## config.mk

```make
export PLATFORM = sky130hd
export DESIGN_NAME = mips_main_ctrl_fsm
export DESIGN_NICKNAME = d
export VERILOG_FILES = /design/src/rtl/mips_ctrl_pkg.sv /design/src/rtl/mips_ctrl_outdec.sv /design/src/rtl/mips_main_ctrl_fsm.sv
export SDC_FILE = /design/constraint.sdc
export NUM_CORES = 1
export LEC_CHECK = 0
export ABC_AREA = 1
export BUFFER_PORTS_ARGS = -buffer_cell sky130_fd_sc_hd__buf_2
export CAP_MARGIN = 20
export CORE_AREA = 10 10 55 57
export CTS_BUF_LIST = sky130_fd_sc_hd__clkbuf_16
export DETAILED_ROUTE_END_ITERATION = 8
export DIE_AREA = 0 0 65 67
export GPL_TIMING_DRIVEN = 0
export PLACE_DENSITY_LB_ADDON = 0.25
export SETUP_SLACK_MARGIN = 0.4
export SYNTH_ARGS = -nofsm -noshare
export SYNTH_HDL_FRONTEND = slang
export SYNTH_HIERARCHICAL = 1
export SYNTH_SLANG_ARGS = --single-unit
export TNS_END_PERCENT = 10
```

## constraint.sdc

```tcl
create_clock -name i_clk -period 3.4 [get_ports i_clk]
set_input_delay 0.85 -clock i_clk [delete_from_list [all_inputs] [get_ports i_clk]]
set_output_delay 0.85 -clock i_clk [all_outputs]
set_load 0.03 [all_outputs]
```

## src/rtl/mips_ctrl_pkg.sv

```systemverilog
// rtl/mips_ctrl_pkg.sv - shared encodings for the multicycle MIPS main control FSM
//
// Purpose : state encodings, opcode constants, datapath select constants and
//           the packed control word produced by the state decoder.
// Ports   : none (package).
package mips_ctrl_pkg;

    typedef enum logic [3:0] {
        S_IDLE    = 4'd0,
        S_FETCH   = 4'd1,
        S_DECODE  = 4'd2,
        S_MEMADR  = 4'd3,
        S_MEMRD   = 4'd4,
        S_MEMWB   = 4'd5,
        S_MEMWR   = 4'd6,
        S_EXECUTE = 4'd7,
        S_ALUWB   = 4'd8,
        S_BRANCH  = 4'd9,
        S_ADDIEX  = 4'd10,
        S_ADDIWB  = 4'd11,
        S_JUMP    = 4'd12
    } state_t;

    localparam logic [5:0] OP_LW    = 6'b100011;
    localparam logic [5:0] OP_SW    = 6'b101011;
    localparam logic [5:0] OP_RTYPE = 6'b000000;
    localparam logic [5:0] OP_BEQ   = 6'b000100;
    localparam logic [5:0] OP_ADDI  = 6'b001000;
    localparam logic [5:0] OP_J     = 6'b000010;

    localparam logic [1:0] ALUOP_ADD   = 2'b00;
    localparam logic [1:0] ALUOP_SUB   = 2'b01;
    localparam logic [1:0] ALUOP_FUNCT = 2'b11;

    localparam logic [1:0] ALUSRCB_B      = 2'b00;
    localparam logic [1:0] ALUSRCB_FOUR   = 2'b01;
    localparam logic [1:0] ALUSRCB_IMM    = 2'b10;
    localparam logic [1:0] ALUSRCB_IMMSH2 = 2'b11;

    localparam logic [1:0] PCSRC_ALURES = 2'b00;
    localparam logic [1:0] PCSRC_ALUOUT = 2'b01;
    localparam logic [1:0] PCSRC_JUMP   = 2'b10;

    typedef struct packed {
        logic       pcwrite;
        logic       branch;
        logic       iord;
        logic       memwrite;
        logic       irwrite;
        logic       regdst;
        logic       memtoreg;
        logic       regwrite;
        logic       alusrca;
        logic [1:0] alusrcb;
        logic [1:0] aluop;
        logic [1:0] pcsrc;
    } ctrl_t;

endpackage

```

## src/rtl/mips_ctrl_outdec.sv

```systemverilog
// rtl/mips_ctrl_outdec.sv - combinational state-to-control-word decoder
//
// Purpose : maps the current FSM state onto the datapath control word.
// Ports   : i_state  in  4-bit state encoding
//           o_ctrl   out packed control word (ctrl_t)
module mips_ctrl_outdec
    import mips_ctrl_pkg::*;
(
    input  state_t i_state,
    output ctrl_t  o_ctrl
);

    always_comb begin
        o_ctrl = '0;
        case (i_state)
            S_FETCH: begin
                o_ctrl.irwrite = 1'b1;
                o_ctrl.pcwrite = 1'b1;
                o_ctrl.alusrcb = ALUSRCB_FOUR;
                o_ctrl.aluop   = ALUOP_ADD;
            end
            S_DECODE: begin
                o_ctrl.alusrcb = ALUSRCB_IMMSH2;
                o_ctrl.aluop   = ALUOP_ADD;
            end
            S_MEMADR, S_ADDIEX: begin
                o_ctrl.alusrca = 1'b1;
                o_ctrl.alusrcb = ALUSRCB_IMM;
                o_ctrl.aluop   = ALUOP_ADD;
            end
            S_MEMRD: o_ctrl.iord = 1'b1;
            S_MEMWB: begin
                o_ctrl.memtoreg = 1'b1;
                o_ctrl.regwrite = 1'b1;
            end
            S_MEMWR: begin
                o_ctrl.iord     = 1'b1;
                o_ctrl.memwrite = 1'b1;
            end
            S_EXECUTE: begin
                o_ctrl.alusrca = 1'b1;
                o_ctrl.alusrcb = ALUSRCB_B;
                o_ctrl.aluop   = ALUOP_FUNCT;
            end
            S_ALUWB: begin
                o_ctrl.regdst   = 1'b1;
                o_ctrl.regwrite = 1'b1;
            end
            S_BRANCH: begin
                o_ctrl.alusrca = 1'b1;
                o_ctrl.alusrcb = ALUSRCB_B;
                o_ctrl.aluop   = ALUOP_SUB;
                o_ctrl.pcsrc   = PCSRC_ALUOUT;
                o_ctrl.branch  = 1'b1;
            end
            S_ADDIWB: o_ctrl.regwrite = 1'b1;
            S_JUMP: begin
                o_ctrl.pcsrc   = PCSRC_JUMP;
                o_ctrl.pcwrite = 1'b1;
            end
            default: o_ctrl = '0;
        endcase
    end

endmodule

```

## src/rtl/mips_main_ctrl_fsm.sv

```systemverilog
// rtl/mips_main_ctrl_fsm.sv - multicycle MIPS main control state machine
//
// Purpose : sequences fetch/decode/execute/memory/writeback and drives the
//           datapath muxes, write enables and the 2-bit ALU-op field.
// Ports   : i_clk, i_rst (async, active-high), i_op (IR[31:26]),
//           i_mem_ready (only with MIPS_CTRL_MEM_WAIT_EN defined),
//           o_pcwrite, o_branch, o_iord, o_memwrite, o_irwrite, o_regdst,
//           o_memtoreg, o_regwrite, o_alusrca, o_alusrcb[1:0], o_aluop[1:0],
//           o_pcsrc[1:0], o_illegal_op, o_state[3:0].
// Config  : MIPS_CTRL_MEM_WAIT_EN adds i_mem_ready; FETCH, MEMRD and MEMWR
//           then hold until memory is ready.
module mips_main_ctrl_fsm
    import mips_ctrl_pkg::*;
(
    input  logic       i_clk,
    input  logic       i_rst,
`ifdef MIPS_CTRL_MEM_WAIT_EN
    input  logic       i_mem_ready,
`endif
    input  logic [5:0] i_op,
    output logic       o_pcwrite,
    output logic       o_branch,
    output logic       o_iord,
    output logic       o_memwrite,
    output logic       o_irwrite,
    output logic       o_regdst,
    output logic       o_memtoreg,
    output logic       o_regwrite,
    output logic       o_alusrca,
    output logic [1:0] o_alusrcb,
    output logic [1:0] o_aluop,
    output logic [1:0] o_pcsrc,
    output logic       o_illegal_op,
    output logic [3:0] o_state
);

    state_t state_q, state_d;
    ctrl_t  ctrl;
    logic   mem_ready;
    logic   illegal;

`ifdef MIPS_CTRL_MEM_WAIT_EN
    assign mem_ready = i_mem_ready;
`else
    assign mem_ready = 1'b1;
`endif

    always_ff @(posedge i_clk or posedge i_rst) begin
        if (i_rst) state_q <= S_IDLE;
        else       state_q <= state_d;
    end

    always_comb begin
        state_d = state_q;
        illegal = 1'b0;
        case (state_q)
            S_IDLE:  state_d = S_FETCH;
            S_FETCH: state_d = mem_ready ? S_DECODE : S_FETCH;
            S_DECODE: begin
                case (i_op)
                    OP_LW, OP_SW: state_d = S_MEMADR;
                    OP_RTYPE:     state_d = S_EXECUTE;
                    OP_BEQ:       state_d = S_BRANCH;
                    OP_ADDI:      state_d = S_ADDIEX;
                    OP_J:         state_d = S_JUMP;
                    default: begin
                        state_d = S_FETCH;
                        illegal = 1'b1;
                    end
                endcase
            end
            S_MEMADR:  state_d = (i_op == OP_LW) ? S_MEMRD : S_MEMWR;
            S_MEMRD:   state_d = mem_ready ? S_MEMWB : S_MEMRD;
            S_MEMWB:   state_d = S_FETCH;
            S_MEMWR:   state_d = mem_ready ? S_FETCH : S_MEMWR;
            S_EXECUTE: state_d = S_ALUWB;
            S_ALUWB:   state_d = S_FETCH;
            S_BRANCH:  state_d = S_FETCH;
            S_ADDIEX:  state_d = S_ADDIWB;
            S_ADDIWB:  state_d = S_FETCH;
            S_JUMP:    state_d = S_FETCH;
            default:   state_d = S_IDLE;
        endcase
    end

    mips_ctrl_outdec u_outdec (
        .i_state (state_q),
        .o_ctrl  (ctrl)
    );

    // While FETCH waits on memory the IR and PC must not load early; the
    // JUMP-state pcwrite is never gated.
    logic fetch_gate;
    assign fetch_gate = (state_q != S_FETCH) || mem_ready;

    assign o_pcwrite    = ctrl.pcwrite & fetch_gate;
    assign o_irwrite    = ctrl.irwrite & fetch_gate;
    assign o_branch     = ctrl.branch;
    assign o_iord       = ctrl.iord;
    assign o_memwrite   = ctrl.memwrite;
    assign o_regdst     = ctrl.regdst;
    assign o_memtoreg   = ctrl.memtoreg;
    assign o_regwrite   = ctrl.regwrite;
    assign o_alusrca    = ctrl.alusrca;
    assign o_alusrcb    = ctrl.alusrcb;
    assign o_aluop      = ctrl.aluop;
    assign o_pcsrc      = ctrl.pcsrc;
    assign o_illegal_op = illegal;
    assign o_state      = state_q;

endmodule
```

==> impl_metrics.ini, run 1 <==
[drt]
wl_per_cell_um = 10.12
wl_um = 1548
ant_nets = 0
viasPerCell = 4.405
vias = 674
dr.first_iter.drc_count = 18
firstDrtPassIters = 4
drc = 0

[clock_tree]
cts.hold.buffers_added = 0
cts_made_buffers = 3
ctsResizeCount = 0
clockRootBuffer = clkbuf_16
path_clk_slew_ns = 0.03
clockBufferDepth = 2
post-cts-setup-buffers = 0
cts_tree = built
htreeDepth = 1
worstSkewPairLatency_ns = 0.22
cts.sinks = 4

[die]
row_count = 16
design.core.area_sq_um = 1942
die_area_sq_um = 4355
die_h_um = 67
die_w_um = 65
start_util_pct = 26.87
pin_count = 28

[timing]
finalHoldViolCount = 0
whs_ns = 0.4991
slew_headroom_pct = 73.35
tightest_slew_ns = 0.3998
finalCritPeriodShare_pct = 73.77
finalSetupViolCount = 0
rsz0062_at_grt = false
setup_ws_ns = 0.8918
fin_crit_ns = 2.508
fmax_ghz = 0.3987
fin_setup_tns_ns = 0
finalMaxSlewViolations = 0
fin_skew_ns = 0.0007846

[synthesis]
yosysUniqueCellTypes = 17
synthArstFlopShare_pct = 100.0
yosys_warnings = 6
ys_ff_latch = 4
syn-cell-area_sq_um = 521.8
synth_edf_count = 0
synth.net_count = 104
yosysSeqAreaShare_pct = 19.18
syn_area_per_cell_sq_um = 5.435
synthCells = 96
synthFlopType = dfrtp_1

[layout]
area_delta_synth_final_pct = 46.76
drive_gt1_share_pct = 34.13
diodes = 0
final_cell_mix = buf_2, nand2_1, nor2_1
nets = 136
final_common_cell = buf_2
nFillCells = 221
regArea_sq_um = 100.1
largest_reg_flops = 4
final_cells = 153
post-route-cell-area_sq_um = 765.7
final_util_pct = 39.43
multi_input_area_sq_um = 342.8

[global_routing]
grtUsageMet3_pct = 3.010
grt.busiest_layer = met2
grtUsageMet1_pct = 6.970
overflow = 0
grt_pass1_wl_um = 2704
grt_usage_pct = 7.721
use_met2_pct = 13.18
grt_pass1_vias = 678
antenna_found_initial = 0
grt_max_degree = 13

[worst_setup_path]
reg2reg_depth = 5
cp-startpoint = i_op[1]
r2r-end = o_state[0]$_DFF_PP0_
endpoint_kind = output pin
timing.rr.start = o_state[2]$_DFF_PP0_
crit_arrival_ns = 1.66
criticalPathCategory = input pin to output pin
cp-endpoint = o_illegal_op
cp.required_ns = 2.55
crit_fanout = 3
startpoint_type = input pin
reg2reg_slack_ns = 2.28

[run_status]
outcome = completed

[power_and_ir_drop]
p_total_mw = 0.7766
leakage_nw = 0.4992
powerDensity_nw_per_um2 = 1014
ir_drop_mv = 0.3297

[placement]
place_area_sq_um = 690.7
post-place-ws_ns = 0.8957
place_congestion = 0.7396
numPortBuffers = 27
dp_hpwl_um = 1302
placed_cells = 150

[run]
drv_cap = 0

[hold_path]
hp-class = input pin to asynchronous set/reset pin
report_power, final:
part,switching (mW),internal [mW]
Sequential,0.0527,0.0669
Clock,0.0303,0.150
Combinational,0.341,0.135
Total,0.424,0.352
worst min path at each step:
stage | cells after the start | slack (ns) | end
final | 2 | 0.50 | o_state[1]$_DFF_PP0_
after global routing | 2 | 0.52 | o_state[0]$_DFF_PP0_
after CTS | 2 | 0.50 | o_state[0]$_DFF_PP0_
after detailed placement | 2 | 0.72 | o_state[2]$_DFF_PP0_
after global placement | 2 | 0.73 | o_state[1]$_DFF_PP0_
after floorplan | 1 | 0.62 | o_state[0]$_DFF_PP0_
synthesized netlist by cell type, types with 2 or more instances:
cell type	count	share of area (%)
nor3_1	2	1.9
nand3_1	11	11
a21oi_1	3	2.9
nor2_1	19	14
dfrtp_1	4	19
nor2_2	3	3.6
inv_1	15	11
nand3_2	2	3.8
nand2_1	26	19
inv_2	4	2.9
cell families after synthesis:
logic type | synth area share, %
AO/OA/AOI/OAI | 6.954
AND/OR/NAND/NOR | 58.75
flip-flops | 19.19
buffers and inverters | 15.11
layer usage:
layer | vias to the layer above | wire [um]
li1 | 354 | -
met1 | 292 | 591
met2 | 24 | 742
met3 | 4 | 169
met4 | 0 | 44
met5 | - | 0
worst max-delay path, cell delays in order:
cell and delay [ns]:
buf_2 0.11, nor2_1 0.20, nand3_1 0.17, nand3_2 0.12, nor2_2 0.04, buf_2 0.17
cell type report:
type / instances / area share [%]
Multi-Input combinational cell: 72 / 44.77
Clock buffer: 3 / 9.804
Timing Repair Buffer: 27 / 17.65
Sequential cell: 4 / 13.07
Buffer: 1 / 0.9804
Tap cell: 27 / 4.412
Inverter: 19 / 9.314
Power figures use the tool's default switching activity.
==> run 2, diff against run 1 <==
==> constraint.sdc (replaced) <==
create_clock -name i_clk -period 2.4 [get_ports i_clk]
set_input_delay 0.6 -clock i_clk [delete_from_list [all_inputs] [get_ports i_clk]]
set_output_delay 0.6 -clock i_clk [all_outputs]
set_load 0.03 [all_outputs]
==> impl_metrics.ini, run 2 (same netlist as run 1, synthesis figures left out) <==
[global_routing]
antenna_found_initial = 0
grt_pass1_vias = 676
overflow = 0
grt_max_degree = 13
grt_pass1_wl_um = 2711
grt_usage_pct = 7.755

[clock_tree]
clockRootBuffer = clkbuf_16
cts.sinks = 4
cts_made_buffers = 3
clockBufferDepth = 2
post-cts-setup-buffers = 0
path_clk_slew_ns = 0.03
worstSkewPairLatency_ns = 0.22
htreeDepth = 1
cts_tree = built

[timing]
fmax_ghz = 0.5096
tightest_slew_ns = 0.2234
fin_crit_ns = 1.962
fin_setup_tns_ns = 0
setup_ws_ns = 0.4377
fin_skew_ns = 0.0004320
slew_headroom_pct = 85.10
whs_ns = 0.2499
finalMaxSlewViolations = 0
finalHoldViolCount = 0
finalCritPeriodShare_pct = 81.76
finalSetupViolCount = 0
rsz0062_at_grt = true

[worst_setup_path]
criticalPathCategory = input pin to output pin
max_stage_delay_ns = 0.17
reg2reg_slack_ns = 1.34
timing.rr.start = o_state[3]$_DFF_PP0_
r2r-end = o_state[1]$_DFF_PP0_
endpoint_kind = output pin
crit_fanout = 4
crit_top_cell = nor2_2
crit_arrival_ns = 1.36
reg2reg_depth = 6
critPathSlowestCell = nor2_2
cp.required_ns = 1.80
startpoint_type = input pin
path_cells = buf_2 -> nor2_2 -> nand3_1 -> nand3_2 -> nor2_2 -> buf_4

[layout]
multi_input_area_sq_um = 352.8
area_delta_synth_final_pct = 50.12
nets = 136
largest_reg_flops = 4
drive_gt1_share_pct = 40.48
final_cells = 153
final_util_pct = 40.34
regArea_sq_um = 105.1
diodes = 0
nFillCells = 224
final_cell_mix = nand2_1, buf_2, inv_1, nor2_1, nand3_1

[run]
drv_cap = 0

[run_status]
outcome = completed

[drt]
vias = 685
firstDrtPassIters = 4
viasPerCell = 4.477
drc = 0
ant_nets = 0
wl_per_cell_um = 10.20
wl_um = 1561
dr.first_iter.drc_count = 30

[power_and_ir_drop]
p_int_mw = 0.5114
seqPwrFrac_pct = 15.8
swShare_pct = 54.23
comb_power_share_pct = 61.3
ir_drop_mv = 0.4450
leakage_nw = 0.4944
switching_power_mw = 0.6060
pwr-share-clk_pct = 22.9
powerDensity_nw_per_um2 = 1427

[hold_path]
hp-class = input pin to asynchronous set/reset pin

[die]
die_h_um = 67
die_area_sq_um = 4355
design.core.area_sq_um = 1942
pin_count = 28
start_util_pct = 26.87
row_count = 16
die_w_um = 65

[placement]
post-place-ws_ns = 0.3957
placed_cells = 150
dp_hpwl_um = 1302
place_congestion = 0.7396
numPortBuffers = 27
==> run 2: cell type report <==
type                       count  area share [%]
clock buffer                   3           9.585
inverter                      19           9.105
tap                           27           4.313
timing repair buffer          27           17.57
sequential                     4           13.42
multi-input combinational     72           45.05
buffer                         1          0.9585
==> run 2: worst max-delay path: cells and delay by family <==
kind / cells / cell delay (ns)
buffers and inverters: 2 / 0.27
AND/OR/NAND/NOR: 4 / 0.49
==> run 2: worst max path at each step <==
| stage | start | endpoint | slack, ns | cells after the start |
|---|---|---|---|---|
| 2_1_floorplan | o_state[0]$_DFF_PP0_ | o_branch | 0.28 | 3 |
| 3_3_place_gp | i_op[1] | o_illegal_op | 0.41 | 6 |
| 3_5_place_dp | i_op[1] | o_illegal_op | 0.40 | 6 |
| 4_1_cts | i_op[2] | o_illegal_op | 0.42 | 6 |
| 5_1_grt | i_op[5] | o_illegal_op | 0.37 | 6 |
| 6_report | i_op[5] | o_illegal_op | 0.44 | 6 |
==> run 2: layer usage <==
layer  up-vias  track usage [%]  share of wire [%]  wire, um
met1       303            6.970                 38       595
met2        24            13.30                 48       752
met3         4            3.010                 11       168
li1        354                -                  -         -
met4         0            7.219                2.8        44
met5         -                0                  0         0
==> run 2: power by group through the flow <==
stage / Clock, mW / Combinational (mW) / Sequential, mW
floorplan: 0 / 0.468 / 0.204
global placement: 0 / 0.683 / 0.169
detailed placement: 0 / 0.687 / 0.170
CTS: 0.259 / 0.696 / 0.177
global route: 0.266 / 0.763 / 0.188
finish: 0.256 / 0.685 / 0.177
==> run 2: what timing repair did <==
action	CTS	global route
hold buffers	0	0
endpoints found under the setup margin	1	2
gates resized for setup	7	2
==> run 2: per-stage QoR <==
stage               cell area, sq um  total power, mW
finish                         783.3            1.117
global route                   783.3            1.217
CTS                            778.2            1.132
detailed placement             690.7           0.8576
global placement               690.7           0.8528
floorplan                      521.8           0.6720
